### config.mk
export PLATFORM = sky130hd
export DESIGN_NAME = barret_3881_sched
export DESIGN_NICKNAME = d
export VERILOG_FILES = /design/src/rtl/barret_3881_sched.sv
export SDC_FILE = /design/constraint.sdc
export NUM_CORES = 1
export LEC_CHECK = 0
export CAP_MARGIN = 20
export CORE_UTILIZATION = 32
export DETAILED_ROUTE_END_ITERATION = 6
export GPL_ROUTABILITY_DRIVEN = 0
export GPL_TIMING_DRIVEN = 0
export PLACE_DENSITY_LB_ADDON = 0.15
export SYNTH_ARGS = -nofsm -noshare
export SYNTH_HDL_FRONTEND = slang
export SYNTH_SLANG_ARGS = --single-unit
export TNS_END_PERCENT = 1
### constraint.sdc
create_clock -name clk -period 1.9 [get_ports clk]
set_input_delay 0.19 -clock clk [delete_from_list [all_inputs] [get_ports clk]]
set_output_delay 0.19 -clock clk [all_outputs]
set_load 0.05 [all_outputs]
### src/rtl/barret_3881_sched.sv
// Round-robin share of one combinational mod-3881 reducer; operand-to-result latency 2 cycles, 1 result/cycle.
// A stalled result sink fills both stages, then all req_ready drop. Define BARRET_SCHED_RANGE_CHECK_EN for the sticky err check.
module barret_3881_sched #(
  parameter int NUM_REQ = 4,
  parameter int ID_W    = 2,
  parameter int DIN_W   = 23,
  parameter int DOUT_W  = 12,
  parameter int MODULUS = 3881
) (
  input  logic                     clk,
  input  logic                     rst_n,
  input  logic [NUM_REQ-1:0]       req_valid,
  output logic [NUM_REQ-1:0]       req_ready,
  input  logic [NUM_REQ*DIN_W-1:0] req_data,
  output logic [DIN_W-1:0]         red_din,
  input  logic [DOUT_W-1:0]        red_dout,
  output logic                     res_valid,
  input  logic                     res_ready,
  output logic [DOUT_W-1:0]        res_data,
  output logic [ID_W-1:0]          res_id,
  output logic                     busy,
  output logic                     err
);

  logic              op_vld_q, op_vld_d;
  logic [DIN_W-1:0]  op_dat_q, op_dat_d;
  logic [ID_W-1:0]   op_id_q, op_id_d;
  logic              res_vld_q, res_vld_d;
  logic [DOUT_W-1:0] res_dat_q, res_dat_d;
  logic [ID_W-1:0]   res_id_q, res_id_d;
  logic [ID_W-1:0]   ptr_q, ptr_d;

  logic                   s2_load, s1_accept, hs;
  logic [2*NUM_REQ-1:0]   dbl_req, dbl_gnt;
  logic [NUM_REQ-1:0]     rot_req, rot_gnt, grant;
  logic [ID_W-1:0]        gnt_idx, ptr_nxt;
  logic [DIN_W-1:0]       gnt_dat;

  assign s2_load   = op_vld_q && (!res_vld_q || res_ready);
  assign s1_accept = !op_vld_q || s2_load;

  // Rotate so ptr sits at bit 0, isolate the lowest set bit, rotate back.
  assign dbl_req = {req_valid, req_valid} >> ptr_q;
  assign rot_req = dbl_req[NUM_REQ-1:0];
  assign rot_gnt = rot_req & (~rot_req + NUM_REQ'(1));
  assign dbl_gnt = {{NUM_REQ{1'b0}}, rot_gnt} << ptr_q;
  assign grant   = dbl_gnt[NUM_REQ-1:0] | dbl_gnt[2*NUM_REQ-1:NUM_REQ];

  always_comb begin
    gnt_idx = '0;
    gnt_dat = '0;
    for (int i = 0; i < NUM_REQ; i++) begin
      if (grant[i]) begin
        gnt_idx = ID_W'(i);
        gnt_dat = req_data[i*DIN_W +: DIN_W];
      end
    end
  end

  assign req_ready = (rst_n && s1_accept) ? grant : '0;
  assign hs        = |(req_valid & req_ready);
  assign ptr_nxt   = (gnt_idx == ID_W'(NUM_REQ-1)) ? '0 : gnt_idx + ID_W'(1);

  always_comb begin
    op_vld_d  = op_vld_q;
    op_dat_d  = op_dat_q;
    op_id_d   = op_id_q;
    res_vld_d = res_vld_q;
    res_dat_d = res_dat_q;
    res_id_d  = res_id_q;
    ptr_d     = ptr_q;
    if (hs) begin
      op_vld_d = 1'b1;
      op_dat_d = gnt_dat;
      op_id_d  = gnt_idx;
      ptr_d    = ptr_nxt;
    end else if (s2_load) begin
      op_vld_d = 1'b0;
    end
    if (s2_load) begin
      res_vld_d = 1'b1;
      res_dat_d = red_dout;
      res_id_d  = op_id_q;
    end else if (res_vld_q && res_ready) begin
      res_vld_d = 1'b0;
      res_dat_d = '0;
      res_id_d  = '0;
    end
  end

  always_ff @(posedge clk) begin
    if (!rst_n) begin
      op_vld_q  <= 1'b0;
      op_dat_q  <= '0;
      op_id_q   <= '0;
      res_vld_q <= 1'b0;
      res_dat_q <= '0;
      res_id_q  <= '0;
      ptr_q     <= '0;
    end else begin
      op_vld_q  <= op_vld_d;
      op_dat_q  <= op_dat_d;
      op_id_q   <= op_id_d;
      res_vld_q <= res_vld_d;
      res_dat_q <= res_dat_d;
      res_id_q  <= res_id_d;
      ptr_q     <= ptr_d;
    end
  end

`ifdef BARRET_SCHED_RANGE_CHECK_EN
  localparam logic [DOUT_W:0] MOD_L = (DOUT_W+1)'(MODULUS);
  logic err_q, err_d;

  // Flags a reducer output that is not a canonical residue; data still passes through.
  assign err_d = err_q | (s2_load && ({1'b0, red_dout} >= MOD_L));

  always_ff @(posedge clk) begin
    if (!rst_n) err_q <= 1'b0;
    else        err_q <= err_d;
  end
  assign err = err_q;
`else
  localparam logic [31:0] MOD_L = MODULUS;
  logic unused_mod;
  assign unused_mod = ^MOD_L;
  assign err = 1'b0;
`endif

  assign red_din   = op_dat_q;
  assign res_valid = res_vld_q;
  assign res_data  = res_dat_q;
  assign res_id    = res_id_q;
  assign busy      = op_vld_q | res_vld_q;

endmodule
==> impl.org, run 1 <==
** Global route
- The first global-routing pass estimated between 10000 and 15000 um of wire.
- GR Overflow Total :: 0
- The via count of the first global-routing pass is ~2600.
- Overall fraction of global-route tracks in use :: between 20% and 30%
- Entering global routing, the biggest net connects 16 pins.
- The number of antenna violations at the first check in global routing is 0.

** CTS
- Clock transition at path regs :: roughly 0.09 ns
- Maximum level of the CTS H-tree :: 2
- Clock sink count :: 43
- Buffer cell driving the clock tree root :: sky130_fd_sc_hd__clkbuf_8
- Total CTS buffers :: 5
- Clk buf depth :: 2
- TritonCTS built the clock tree.
- Clock latency on the worst-skew pair, taken at its later pin, is 0.30 ns.
- Number of buffers added to fix hold violations after cts :: 0

** Power
- Power per cell area :: 712.4 nW/um2
- In this run the static leakage power is 1.413 nW.
- Worst voltage drop across the vdd grid :: about 360 uV

** Critical path
- STA classifies the critical path startpoint as a flip-flop.
- The slowest stage of the critical path belongs to the cell sky130_fd_sc_hd__dfxtp_4.
- Walking the worst path, the cells encountered are a21oi_1 > o211a_1 > buf_4 > buf_6 > nor2b_2 > buf_6.
- The worst setup path is captured at a primary output.
- Data arrives at the worst endpoint at 1.66 ns.
- Data required time at the worst endpoint :: ~1.7 ns
- Cell repeated most along the worst path :: sky130_fd_sc_hd__buf_6
- In this run the critical register-to-register path is launched from op_vld_q$_SDFFE_PN0P_.
- Crit path from :: ptr_q[1]$_SDFFE_PN0P_
- Kind of critical path :: reg2out
- Counting both buffers and inverters, the worst setup path holds a total of 3.
- CP Max Fanout :: 10
- Cell family contributing the most delay on the critical path :: buffers and inverters
- Critical path's largest stage delay :: 0.38 ns

** Yosys
- During synthesis, Yosys emitted a total of 0 warnings.
- Synth area leader :: sky130_fd_sc_hd__dfxtp_1
- Among all flip-flop cells after synthesis, the most frequent one is sky130_fd_sc_hd__dfxtp_1.
- Counting flops with an async set or reset pin after synthesis yields a share of 0%.
- Counting every net in the synthesized netlist gives between 300 and 400.
- Average size of a mapped cell :: 8.939 um2
- Counting every instance in the synthesized netlist gives ~240.
- Counting flops and latches in the post-synthesis netlist gives 43.
- In this run the biggest area consumer among cell types represents 40.81% of the synthesized area.
- By area the synthesized netlist is led by sky130_fd_sc_hd__dfxtp_1 (41%), sky130_fd_sc_hd__a222oi_1 (6.6%), sky130_fd_sc_hd__o21ai_0 (6.6%).
- Sequential element share of the synthesized area :: 40.81%
- Yosys mapped a number of flops with a built-in enable equal to 0.
- The cell area that synthesis handed to floorplanning was roughly 2100 um2.
- Distinct cells, synth :: 35

** Floorplanning
- The region available for standard cell placement spans 6350 um2.
- Initial Utilization :: between 30 and 40%
- FP Rows :: 29
- Measured along the x axis, the die boundary spans ~83 um.
- The die covers 6921 um2.
- 155 I/O pins were placed.
- Vert. Die Dim :: 83.19 um

** Layout
- Final cell count without fillers :: around 470
- Proportion of layout cells with a drive suffix above 1 :: approximately a tenth
- The library cell used most frequently in the layout, excluding fill and tap cells, is sky130_fd_sc_hd__clkdlybuf4s50_1.
- Final Net Count :: between 500 and 600
- In the layout the commonest cells are sky130_fd_sc_hd__clkdlybuf4s50_1 (144), sky130_fd_sc_hd__dfxtp_1 (42), sky130_fd_sc_hd__o21ai_0 (28).
- The repair_antennas step left the layout with diodes totalling 0.
- With fillers left out, the area of the finished cells amounts to about 3800 um2.
- Final standard cell utilization of the core :: between 60% and 70%
- Area added between synthesis and finish :: 82.27%

** STA
- Setup repair after global routing could not meet its margin everywhere.
- Achievable Freq :: around 0.54 GHz
- Between clock sinks in the finished design, the worst skew comes to 0.004450 ns.
- Tightest hold margin :: ~0.45 ns
- Slack of the critical path :: 0.04977 ns
- Min cycle time layout :: roughly 1.9 ns
- Hold Vio Cnt, Final :: 0
- The count of pins over their slew limit came to 0.
- Final worst-path cycle share :: 97.38%
- Actual transition at the worst max-transition pin :: 0.5576 ns
- Measured against its own limit, the worst slew margin works out to a little over three fifths.
- Setup violations remaining at the end of the flow were counted as 0.

** Route
- In the routed design, unresolved DRC markers number 0.
- Remaining number of nets flagged by the antenna check after routing :: 0
- Vias :: between 2000 and 2500
- Vias per cell :: 5.255
- Wirelength per Cell :: between 15 and 20 um
- The detailed router finished its first iteration with between 100 and 150 violations.
- The final layout contains routed wiring with a total length of 7552 um.
- TritonRoute pass-1 iters :: 6

** Run
- Maximum Capacitance Violations :: 0

** Placement
- Port buffering added 153 buffers.
- Placed inst area :: 3740 um2
- Pre-CTS setup slack :: -0.8565 ns
- In this run, placement finished with an instance count of 466.
- Detail Placement HPWL :: between 5000 and 6000 um

** Worst hold path
- Hold Startpoint :: req_data[22]
- Min-delay worst type :: in2reg

** Run status
- The run finished with clean final reports.
==> layer usage <==
layer | GRT usage (%) | vias up | share of wire, %
met5 | 0 | - | 0
li1 | - | 1235 | -
met4 | 10.50 | 0 | 2.6
met1 | 25.78 | 1139 | 41
met2 | 37.93 | 100 | 50
met3 | 5.964 | 17 | 7.0
==> sequential cells by signal, summed over array words and instances, names as in the netlist <==
signal,cells
red_din,23
res_id,2
res_valid,1
ptr_q,2
res_data,12
op_id_q,2
op_vld_q,1
==> path summary, 6_finish.rpt <==
kind	cells past startpoint	slack [ns]	end
max	6	0.05	req_ready[1]
min	3	0.45	red_din[22]$_SDFFE_PN0P_
max reg2reg	7	0.16	red_din[10]$_SDFFE_PN0P_
min reg2reg	1	0.47	red_din[5]$_SDFFE_PN0P_
==> cell type report <==
cell class | count | area [um2]
Buffer | 21 | 113.9
Clock buffer | 5 | 68.82
Clock inverter | 3 | 23.77
Fill cell | 574 | 2505
Inverter | 1 | 3.754
Multi-Input combinational cell | 170 | 1146
Sequential cell | 43 | 864.6
Tap cell | 77 | 96.34
Timing Repair Buffer | 154 | 1528
==> logic make-up after synthesis <==
kind of cell	after synthesis	synth area share [%]
buf+inv	23	5.397
compound gates	112	38.49
mux	2	0.9490
other cells	1	0.1778
simple gates	55	14.18
flops	43	40.81
==> metrics by stage <==
step           setup TNS [ns]  power [mW]
2_1_floorplan        -0.04104       1.651
3_3_place_gp           -8.339       2.132
3_5_place_dp           -9.270       2.144
4_1_cts                     0       2.753
5_1_grt               -0.2227       2.880
6_report                    0       2.739
==> power breakdown <==
group | leakage [nW] | total, mW | switching [mW] | internal, mW
sequential | 0.357 | 1.04 | 0.0501 | 0.987
clock | 0.0408 | 0.607 | 0.344 | 0.263
combinational | 1.02 | 1.09 | 0.599 | 0.495
==> cell usage after synthesis (2+ instances only) <==
cell	n
sky130_fd_sc_hd__or2_2	2
sky130_fd_sc_hd__a32oi_1	2
sky130_fd_sc_hd__a22o_1	9
sky130_fd_sc_hd__buf_2	7
sky130_fd_sc_hd__and2_1	2
sky130_fd_sc_hd__a222oi_1	14
sky130_fd_sc_hd__buf_1	2
sky130_fd_sc_hd__clkbuf_1	10
sky130_fd_sc_hd__a31oi_1	14
sky130_fd_sc_hd__nand2_1	16
sky130_fd_sc_hd__nor4_2	2
sky130_fd_sc_hd__nor2_1	7
sky130_fd_sc_hd__o21ai_0	28
sky130_fd_sc_hd__o2bb2ai_1	10
sky130_fd_sc_hd__a22oi_1	12
sky130_fd_sc_hd__o21a_1	3
sky130_fd_sc_hd__buf_6	2
sky130_fd_sc_hd__a21oi_1	3
sky130_fd_sc_hd__mux2i_1	2
sky130_fd_sc_hd__nor2_2	2
sky130_fd_sc_hd__nor2b_1	21
sky130_fd_sc_hd__dfxtp_1	43
sky130_fd_sc_hd__o21ai_1	4
sky130_fd_sc_hd__a211oi_2	2
sky130_fd_sc_hd__a211oi_1	7
==> timing repair <==
action,CTS,global route
setup buffers,0,1
gates resized for setup,32,13
endpoints found under the setup margin,9,29
pin swaps,1,2
==> tightest hold or removal path: cells and delay by family <==
kind / cells / cell delay, ns
compound gates: 1 / 0.07
buf+inv: 1 / 0.39
simple gates: 1 / 0.05
Power figures use the tool's default switching activity.
==> run 2: changes to the inputs <==
--- a/config.mk
+++ b/config.mk
@@ -10,7 +10,7 @@
 export DETAILED_ROUTE_END_ITERATION = 6
 export GPL_ROUTABILITY_DRIVEN = 0
 export GPL_TIMING_DRIVEN = 0
-export PLACE_DENSITY_LB_ADDON = 0.15
+export PLACE_DENSITY_LB_ADDON = 0.25
 export SYNTH_ARGS = -nofsm -noshare
 export SYNTH_HDL_FRONTEND = slang
 export SYNTH_SLANG_ARGS = --single-unit
==> run 2 against run 1 <==
Net effect:
- non-clock buffer count grew 1
- utilization grew 0.55 points
- sequential power is essentially flat
- flip-flop and latch count is the same
- global-route usage shrank 0.97 points
- clock-buffer cell count grew 2
- sequential share of layout area shrank 0.20 points
- clock power grew 6.1%
- clock skew is essentially flat
- critical path type unchanged
- critical endpoint unchanged
- largest cell class unchanged
- largest power group unchanged
- highest routed layer unchanged
==> impl.org, run 2 (synthesized netlist as in run 1, its figures left out) <==
** Worst hold path
- Min-delay worst type :: in2reg

** Route
- Number of DRC violations after detailed-routing iteration 0 :: 116 (+15%)
- The ratio of routed vias to standard cells came to 5.322 (+1.3%).
- TritonRoute pass-1 iters :: 5 (-1)
- The number of vias in the routed layout is 2528 (+1.5%).
- DRT Wirelength :: 7541 um (-0.15%)
- Total DRC errors in the routed layout :: 0 (unchanged)
- Remaining number of nets flagged by the antenna check after routing :: 0 (unchanged)
- Wirelength per Cell :: 15.88 um (-0.36%)

** Layout
- Proportion of layout cells with a drive suffix above 1 :: 10.80% (+0.73 points)
- Layout fillers :: 567 (-1.2%)
- Commonest non-fill, non-tap cells in the layout :: sky130_fd_sc_hd__clkdlybuf4s50_1 (144), sky130_fd_sc_hd__dfxtp_1 (42), sky130_fd_sc_hd__o21ai_0 (28)
- Area added between synthesis and finish :: 83.93%
- Leaving out fill and tap cells, the most frequent cell in the layout is sky130_fd_sc_hd__clkdlybuf4s50_1.
- The number of flip-flops under the largest register name was 23 (unchanged).
- The count of nets after finishing is 508 (+0.20%).
- The final design instance area without fill was 3880 um2 (+0.91%).
- The number of diodes added for antenna fixing is 0 (unchanged).
- The final core utilization came to 61.10% (+0.55 points).

** CTS
- Buffer cell driving the clock tree root :: sky130_fd_sc_hd__clkbuf_8
- Clk buf depth :: 2 (unchanged)
- TritonCTS built the clock tree.
- Clock sink count :: 43 (unchanged)
- Maximum level of the CTS H-tree :: 2 (unchanged)
- Total CTS buffers :: 5 (unchanged)
- Number of buffers added to fix hold violations after cts :: 0 (unchanged)
- The clock insertion delay at the later pin of the skew report came to 0.29 ns (about the same).
- The clock transition at the registers of the reported paths is 0.08 ns (about the same).

** STA
- The worst slew slack as a fraction of its limit is 63.91% (+1.2 points).
- Final worst-path cycle share :: 95.34% (-2.0 points)
- Achievable Freq :: 0.5521 GHz (+2.1%)
- The final-report setup violation count is 0 (unchanged).
- The count of pins over their slew limit was 0 (unchanged).
- Tightest hold margin :: 0.4232 ns (-0.02604 ns)
- Setup repair after global routing left no endpoint under its margin.
- The final-report hold violation count came to 0 (unchanged).
- The clock tree skew after final layout was 0.004775 ns (+0.0003247 ns).
- Actual transition at the worst max-transition pin :: 0.5413 ns (-0.01629 ns)
- The clock period minus final worst setup slack was 1.811 ns (-0.03886 ns).

** Global route
- The overall global routing resource usage came to 21.26% (-0.97 points).
- Number of antenna violations at the first check in global routing :: 0 (unchanged)
- The via count of the first global-routing pass is 2471 (-4.8%).
- The first-pass GRT wire length is 11900 um (-3.2%).
- The remaining global-route overflow is 0 (unchanged).
- Maximum number of pins on one net before global-route repair :: 14 (-2)

** Power
- Power share of the clock group :: 23.1% (+0.9 points)
- The switching power of the nets is 0.9639 mW (-3.0%).
- Internal power contribution :: 1.819 mW (+4.2%)
- The leakage power summed over all cells came to 1.435 nW (+1.5%).
- Power per cell area :: 717.2 nW/um2 (+0.67%)
- Final Power :: 2.783 mW (+1.6%)
- The part of the power in combinational logic came to 39.6% (-0.3 points).
- Net switching share of the total power :: 34.64% (-1.6 points)
- Register share of total power :: 37.3% (-0.6 points)
- The worst supply voltage drop on vdd was 420.3 uV (+16%).

** Critical path
- Cell family contributing the most delay on the critical path :: buffers and inverters
- The largest driver fanout on the critical path came to 10 (unchanged).
- Startpoint kind of the worst setup timing path :: flip-flop
- Arrival time of the worst setup path :: 1.62 ns (-0.04 ns)
- Data required time at the worst endpoint :: 1.71 ns (about the same)
- The critical path is of the reg2out type.
- Critical path's largest stage delay :: 0.38 ns (about the same)
- STA classifies the critical path endpoint as a primary output.
- On the critical path, the stage with the largest delay is an instance of sky130_fd_sc_hd__dfxtp_4.
- Worst path bufs/invs :: 3 (unchanged)
- Chain of cells forming the critical path :: a21oi_1 > o211a_1 > clkbuf_4 > buf_8 > nor2b_2 > buf_6

** Floorplanning
- Die X-Extent :: 83.19 um (unchanged)
- Initial Utilization :: 33.22% (unchanged)
- The core area is 6350 um2 (unchanged).
- I/O pin total :: 155 (unchanged)
- Vert. Die Dim :: 83.19 um (unchanged)
- FP Rows :: 29 (unchanged)
- The die area came to 6921 um2 (unchanged).

** Run status
- The flow ran to the end, and the final reports show no timing, DRC or antenna violations.

** Placement
- The total placed instance area was 3740 um2 (unchanged).
- Port-buffer cells :: 153 (unchanged)
- The placed wire-length estimate after detailed placement is 5661 um (-0.96%).

** Run
- The number of max-capacitance violations reported came to 0 (unchanged).
[run 2: cell types whose count changed in the layout (fill, tap and decap cells not counted), sizes merged]
cell | before | now
clkdlybuf4s15 | 0 | 1
clkbuf | 14 | 17
clkinvlp | 2 | 1
dlymetal6s2s | 0 | 1
inv | 2 | 1
buf | 17 | 16
dlygate4sd2 | 5 | 4
[run 2: cell type report]
| cell class | instances | area, um2 | share of cell area [%] |
|---|---|---|---|
| clock buffers | 7 | 96.34 | 2.483 |
| well taps | 77 | 96.34 | 2.483 |
| plain buffers | 21 | 117.6 | 3.031 |
| clock inverters | 1 | 7.507 | 0.1935 |
| repair buffers | 155 | 1545 | 39.83 |
| inverters | 1 | 3.754 | 0.09674 |
| flip-flops and latches | 43 | 864.6 | 22.28 |
| multi-input cells | 170 | 1149 | 29.60 |
[run 2: worst min-delay path: stages]
cell	delay (ns)
sky130_fd_sc_hd__dlymetal6s2s_1	0.20
sky130_fd_sc_hd__nor4_2	0.11
sky130_fd_sc_hd__a21boi_0	0.17
[run 2: worst paths after layout]
check,slack [ns],start,end,cells past startpoint
worst max register to register,0.21,ptr_q[0]$_SDFFE_PN0P_,red_din[14]$_SDFFE_PN0P_,6
worst min register to register,0.47,red_din[18]$_SDFFE_PN0P_,red_din[18]$_SDFFE_PN0P_,1
worst min-delay path,0.42,req_valid[1],op_vld_q$_SDFFE_PN0P_,3
worst max-delay path,0.09,ptr_q[1]$_SDFFE_PN0P_,req_ready[1],6
[run 2: power by group through the flow]
stage          clock (mW)  sequential, mW  combinational, mW
2_1_floorplan           0            1.32              0.335
3_3_place_gp            0            1.05               1.08
3_5_place_dp            0            1.06               1.09
4_1_cts             0.662            1.04               1.09
5_1_grt             0.700            1.05               1.16
6_report            0.644            1.04               1.10
[run 2: routing by layer]
metal  track usage [%]  vias up  routed length, um
met5                 0        -                  0
met4             8.150        0                147
met3             4.573       12                455
met2             35.62      100               3709
met1             26.66     1184               3229
li1                  -     1232                  -
[run 2: metrics by stage]
| step | TNS (ns) | setup slack (ns) | cells |
|---|---|---|---|
| 2_1_floorplan | -0.04104 | -0.04104 | 236 |
| 3_3_place_gp | -9.451 | -0.8149 | 466 |
| 3_5_place_dp | -11.52 | -0.8538 | 466 |
| 4_1_cts | -0.01053 | -0.01053 | 473 |
| 5_1_grt | 0 | 0.001790 | 475 |
| 6_report | 0 | 0.08863 | 475 |
[run 2: repair_timing]
item | in CTS | in global routing
setup buffers | 0 | 2
pin swaps | 0 | 3
resized for setup | 31 | 13
endpoints found under the setup margin | 23 | 28
==> run 3: changes to the inputs <==
--- a/config.mk
+++ b/config.mk
@@ -6,6 +6,7 @@
 export NUM_CORES = 1
 export LEC_CHECK = 0
 export CAP_MARGIN = 20
+export CORE_MARGIN = 10
 export CORE_UTILIZATION = 32
 export DETAILED_ROUTE_END_ITERATION = 6
 export GPL_ROUTABILITY_DRIVEN = 0
==> run 3 against run 2 <==
Net effect:
- non-clock buffer count is 1 lower
- critical path depth is the same
- cell area shrank 0.68%
- largest cell class unchanged
==> impl.org, run 3 (synthesized netlist as in run 1, its figures left out) <==
** Run status
- Status :: complete, no violations

** Layout
- Final standard cell utilization of the core :: 60.34% (-0.76 points)
- Ant. Diodes :: 0 (unchanged)
- The final design instance area without fill is 3854 um2 (-0.68%).
- Compared with the post-synthesis result, the final layout area differs by 82.68%.
- Proportion of layout cells with a drive suffix above 1 :: 10.33% (-0.48 points)
- Flip-flop count of the largest register, all copies and words added :: 23 (unchanged)
- The library cells used most frequently in the layout, excluding fill and tap cells, are sky130_fd_sc_hd__clkdlybuf4s50_1 (144), sky130_fd_sc_hd__dfxtp_1 (42), sky130_fd_sc_hd__o21ai_0 (28).
- Final cell count without fillers :: 474 (-0.21%)
- The filler cell count came to 589 (+3.9%).
- The library cell used most frequently in the layout, excluding fill and tap cells, is sky130_fd_sc_hd__clkdlybuf4s50_1.
- The count of nets after finishing is 507 (-0.20%).

** Power
- Net switching share of the total power :: 36.25% (+1.6 points)
- Logic gate share of total power :: 40.1% (+0.5 points)
- Switching component of the power :: 0.9939 mW (+3.1%)
- The worst supply voltage drop on vdd is 370.3 uV (-12%).
- The internal power contribution is 1.748 mW (-3.9%).
- Power share of the clock group :: 22.2% (-0.9 points)
- The power density over the cells is 711.4 nW/um2 (-0.81%).
- The leakage power summed over all cells is 1.423 nW (-0.86%).
- The sequential share of power was 37.7% (+0.4 points).

** STA
- The worst slew slack as a fraction of its limit came to 63.48% (-0.43 points).
- The worst-margin pin slew came to 0.5461 ns (+0.004800 ns).
- Unrepaired setup endpoints after global routing :: yes
- The count of pins over their slew limit is 0 (unchanged).
- The clock period minus final worst setup slack came to 1.830 ns (+0.01900 ns).
- The share of the cycle needed by the critical path after routing is 96.34% (+1.0 points).
- Final setup violating endpoints :: 0 (unchanged)
- Achievable Freq :: 0.5463 GHz (-1.0%)
- The final-report hold violation count is 0 (unchanged).
- Worst clock skew on the final layout :: 0.008036 ns (+0.003261 ns)
- Sum of negative setup slack :: 0 ns (unchanged)

** Critical path
- Kind of critical path :: reg2out
- The critical path starts at ptr_q[1]$_SDFFE_PN0P_.
- For this design, the slowest cell found on the critical path is sky130_fd_sc_hd__dfxtp_2.
- Startpoint kind of the worst setup timing path :: flip-flop
- End of the critical path :: req_ready[1]
- R2R Path Start :: op_vld_q$_SDFFE_PN0P_
- Critical path's largest stage delay :: 0.40 ns (+0.02 ns)
- Instance count on the critical path :: 6 (unchanged)
- Worst reg-to-reg path cell count :: 7 (+1)
- Worst flop-to-flop path endpoint :: red_din[10]$_SDFFE_PN0P_
- CP Max Fanout :: 10 (unchanged)
- The worst path buffer plus inverter count was 3 (unchanged).
- Crit. End Element :: primary output
- Cell family contributing the most delay on the critical path :: buffers and inverters
- The critical path goes through a21oi_1 > o211a_1 > buf_4 > buf_6 > nor2b_2 > buf_6.
- Arrival time of the worst setup path :: 1.64 ns (+0.02 ns)
- The flop-to-flop setup slack was 0.14 ns (-0.07 ns).
- In this design, the critical path's most frequently occurring cell is sky130_fd_sc_hd__buf_6.
- The data required time at the worst endpoint came to 1.71 ns (about the same).

** Floorplanning
- The floorplan row count is 29 (unchanged).
- The number of primary I/O pins was 155 (unchanged).
- The core area is 6386 um2 (+0.57%).
- Initial Utilization :: 33.03% (-0.19 points)
- Vert. Die Dim :: 101.2 um (+22%)
- The horizontal die dimension was 101.2 um (+22%).
- Die Area :: 10240 um2 (+48%)

** Route
- The total wire length came to 8767 um (+16%).
- The number of remaining DRC errors is 0 (unchanged).
- The number of DRC markers in iteration 0 was 111 (-4.3%).
- The number of vias in the routed layout came to 2501 (-1.1%).
- TritonRoute pass-1 iters :: 5 (unchanged)
- The post-detailed-route count of antenna-violating nets was 0 (unchanged).
- Wirelength per Cell :: 18.50 um (+17%)
- Vias per cell :: 5.276 (-0.86%)

** Run
- The number of max-capacitance violations reported was 0 (unchanged).

** CTS
- Clk buf depth :: 2 (unchanged)
- The clock insertion delay at the later pin of the skew report came to 0.30 ns (about the same).
- The level count of the clock H-tree was 2 (unchanged).
- Number of buffers added to fix hold violations after cts :: 0 (unchanged)
- TritonCTS clock tree :: done
- Total CTS buffers :: 5 (unchanged)
- The number of sinks on the clock net was 43 (unchanged).
- Buffer cell driving the clock tree root :: sky130_fd_sc_hd__clkbuf_8
- Clock transition at path regs :: 0.09 ns (about the same)

** Global route
- Maximum number of pins on one net before global-route repair :: 16 (+2)
- The met1 demand-to-capacity share in global routing was 18.93% (-7.7 points).
- Vias in the first global route :: 2712 (+9.8%)
- Met3 Track Usage GR :: 6.603% (+2.0 points)
- Overall fraction of global-route tracks in use :: 16.71% (-4.6 points)
- GR Overflow Total :: 0 (unchanged)
- GR Util met2 :: 28.61% (-7.0 points)
- Number of antenna violations at the first check in global routing :: 0 (unchanged)
- The first-pass GRT wire length came to 13890 um (+17%).
- Peak-usage layer in the global routing report :: met2

** Placement
- The number of cells in the design after placement was 466 (unchanged).
- The placed wire-length estimate after detailed placement came to 7020 um (+24%).
- The total placed instance area is 3740 um2 (unchanged).
- Port-buffer cells :: 153 (unchanged)

** Worst hold path
- Cell depth of the worst min-delay path :: 3 (unchanged)
- The path class of the tightest hold or removal check is in2reg.
run 3: stage by stage:
stage | total power, mW | worst slack (ns) | hold slack, ns
6_report | 2.742 | 0.06963 | 0.4222
5_1_grt | 2.883 | -0.05562 | 0.4518
4_1_cts | 2.765 | -0.02617 | 0.4433
3_5_place_dp | 2.151 | -0.8749 | 0.4505
3_3_place_gp | 2.138 | -0.8725 | 0.4455
2_1_floorplan | 1.651 | -0.04104 | 0.3283
run 3: layer usage:
metal | part of all wire [%] | vias up
met1 | 41 | 1162
li1 | - | 1235
met3 | 8.9 | 5
met2 | 50 | 99
met5 | 0 | -
met4 | 0.99 | 0
run 3: power by group through the flow:
| stage | registers (mW) | clock network (mW) | logic, mW |
|---|---|---|---|
| 6_report | 1.03 | 0.608 | 1.10 |
| 5_1_grt | 1.05 | 0.661 | 1.17 |
| 4_1_cts | 1.03 | 0.630 | 1.10 |
| 3_5_place_dp | 1.05 | 0 | 1.10 |
| 3_3_place_gp | 1.05 | 0 | 1.09 |
| 2_1_floorplan | 1.32 | 0 | 0.335 |
run 3: repair_timing:
item                                    in CTS  in global routing
resized for setup                           32                 13
pin swaps                                    1                  2
endpoints found under the hold margin        0                  0
setup buffers                                0                  1
endpoints found under the setup margin       5                 29
run 3: tightest hold or removal path, delay by kind of cell:
family / cells / cell delay, ns
buffers and inverters: 1 / 0.20
AO/OA/AOI/OAI: 1 / 0.17
AND/OR/NAND/NOR: 1 / 0.12
run 3: how the worst min path moves through the flow:
| stage | startpoint | to |
|---|---|---|
| global placement | red_din[8]$_SDFFE_PN0P_ | red_din[8]$_SDFFE_PN0P_ |
| detailed placement | red_din[15]$_SDFFE_PN0P_ | red_din[15]$_SDFFE_PN0P_ |
| global route | req_data[13] | red_din[13]$_SDFFE_PN0P_ |
| CTS | req_data[14] | red_din[14]$_SDFFE_PN0P_ |
| finish | req_valid[1] | op_vld_q$_SDFFE_PN0P_ |
| floorplan | rst_n | red_din[16]$_SDFFE_PN0P_ |
run 3: layout make-up:
cell class                 instances  area, um2  share of cell area (%)
multi-input combinational        170       1154                   29.94
timing repair buffer             154       1531                   39.74
clock buffer                       5      68.82                   1.786
tap                               77      96.34                   2.500
inverter                           1      3.754                 0.09740
buffer                            21      113.9                   2.955
clock inverter                     3      23.77                  0.6169
sequential                        43      862.1                   22.37
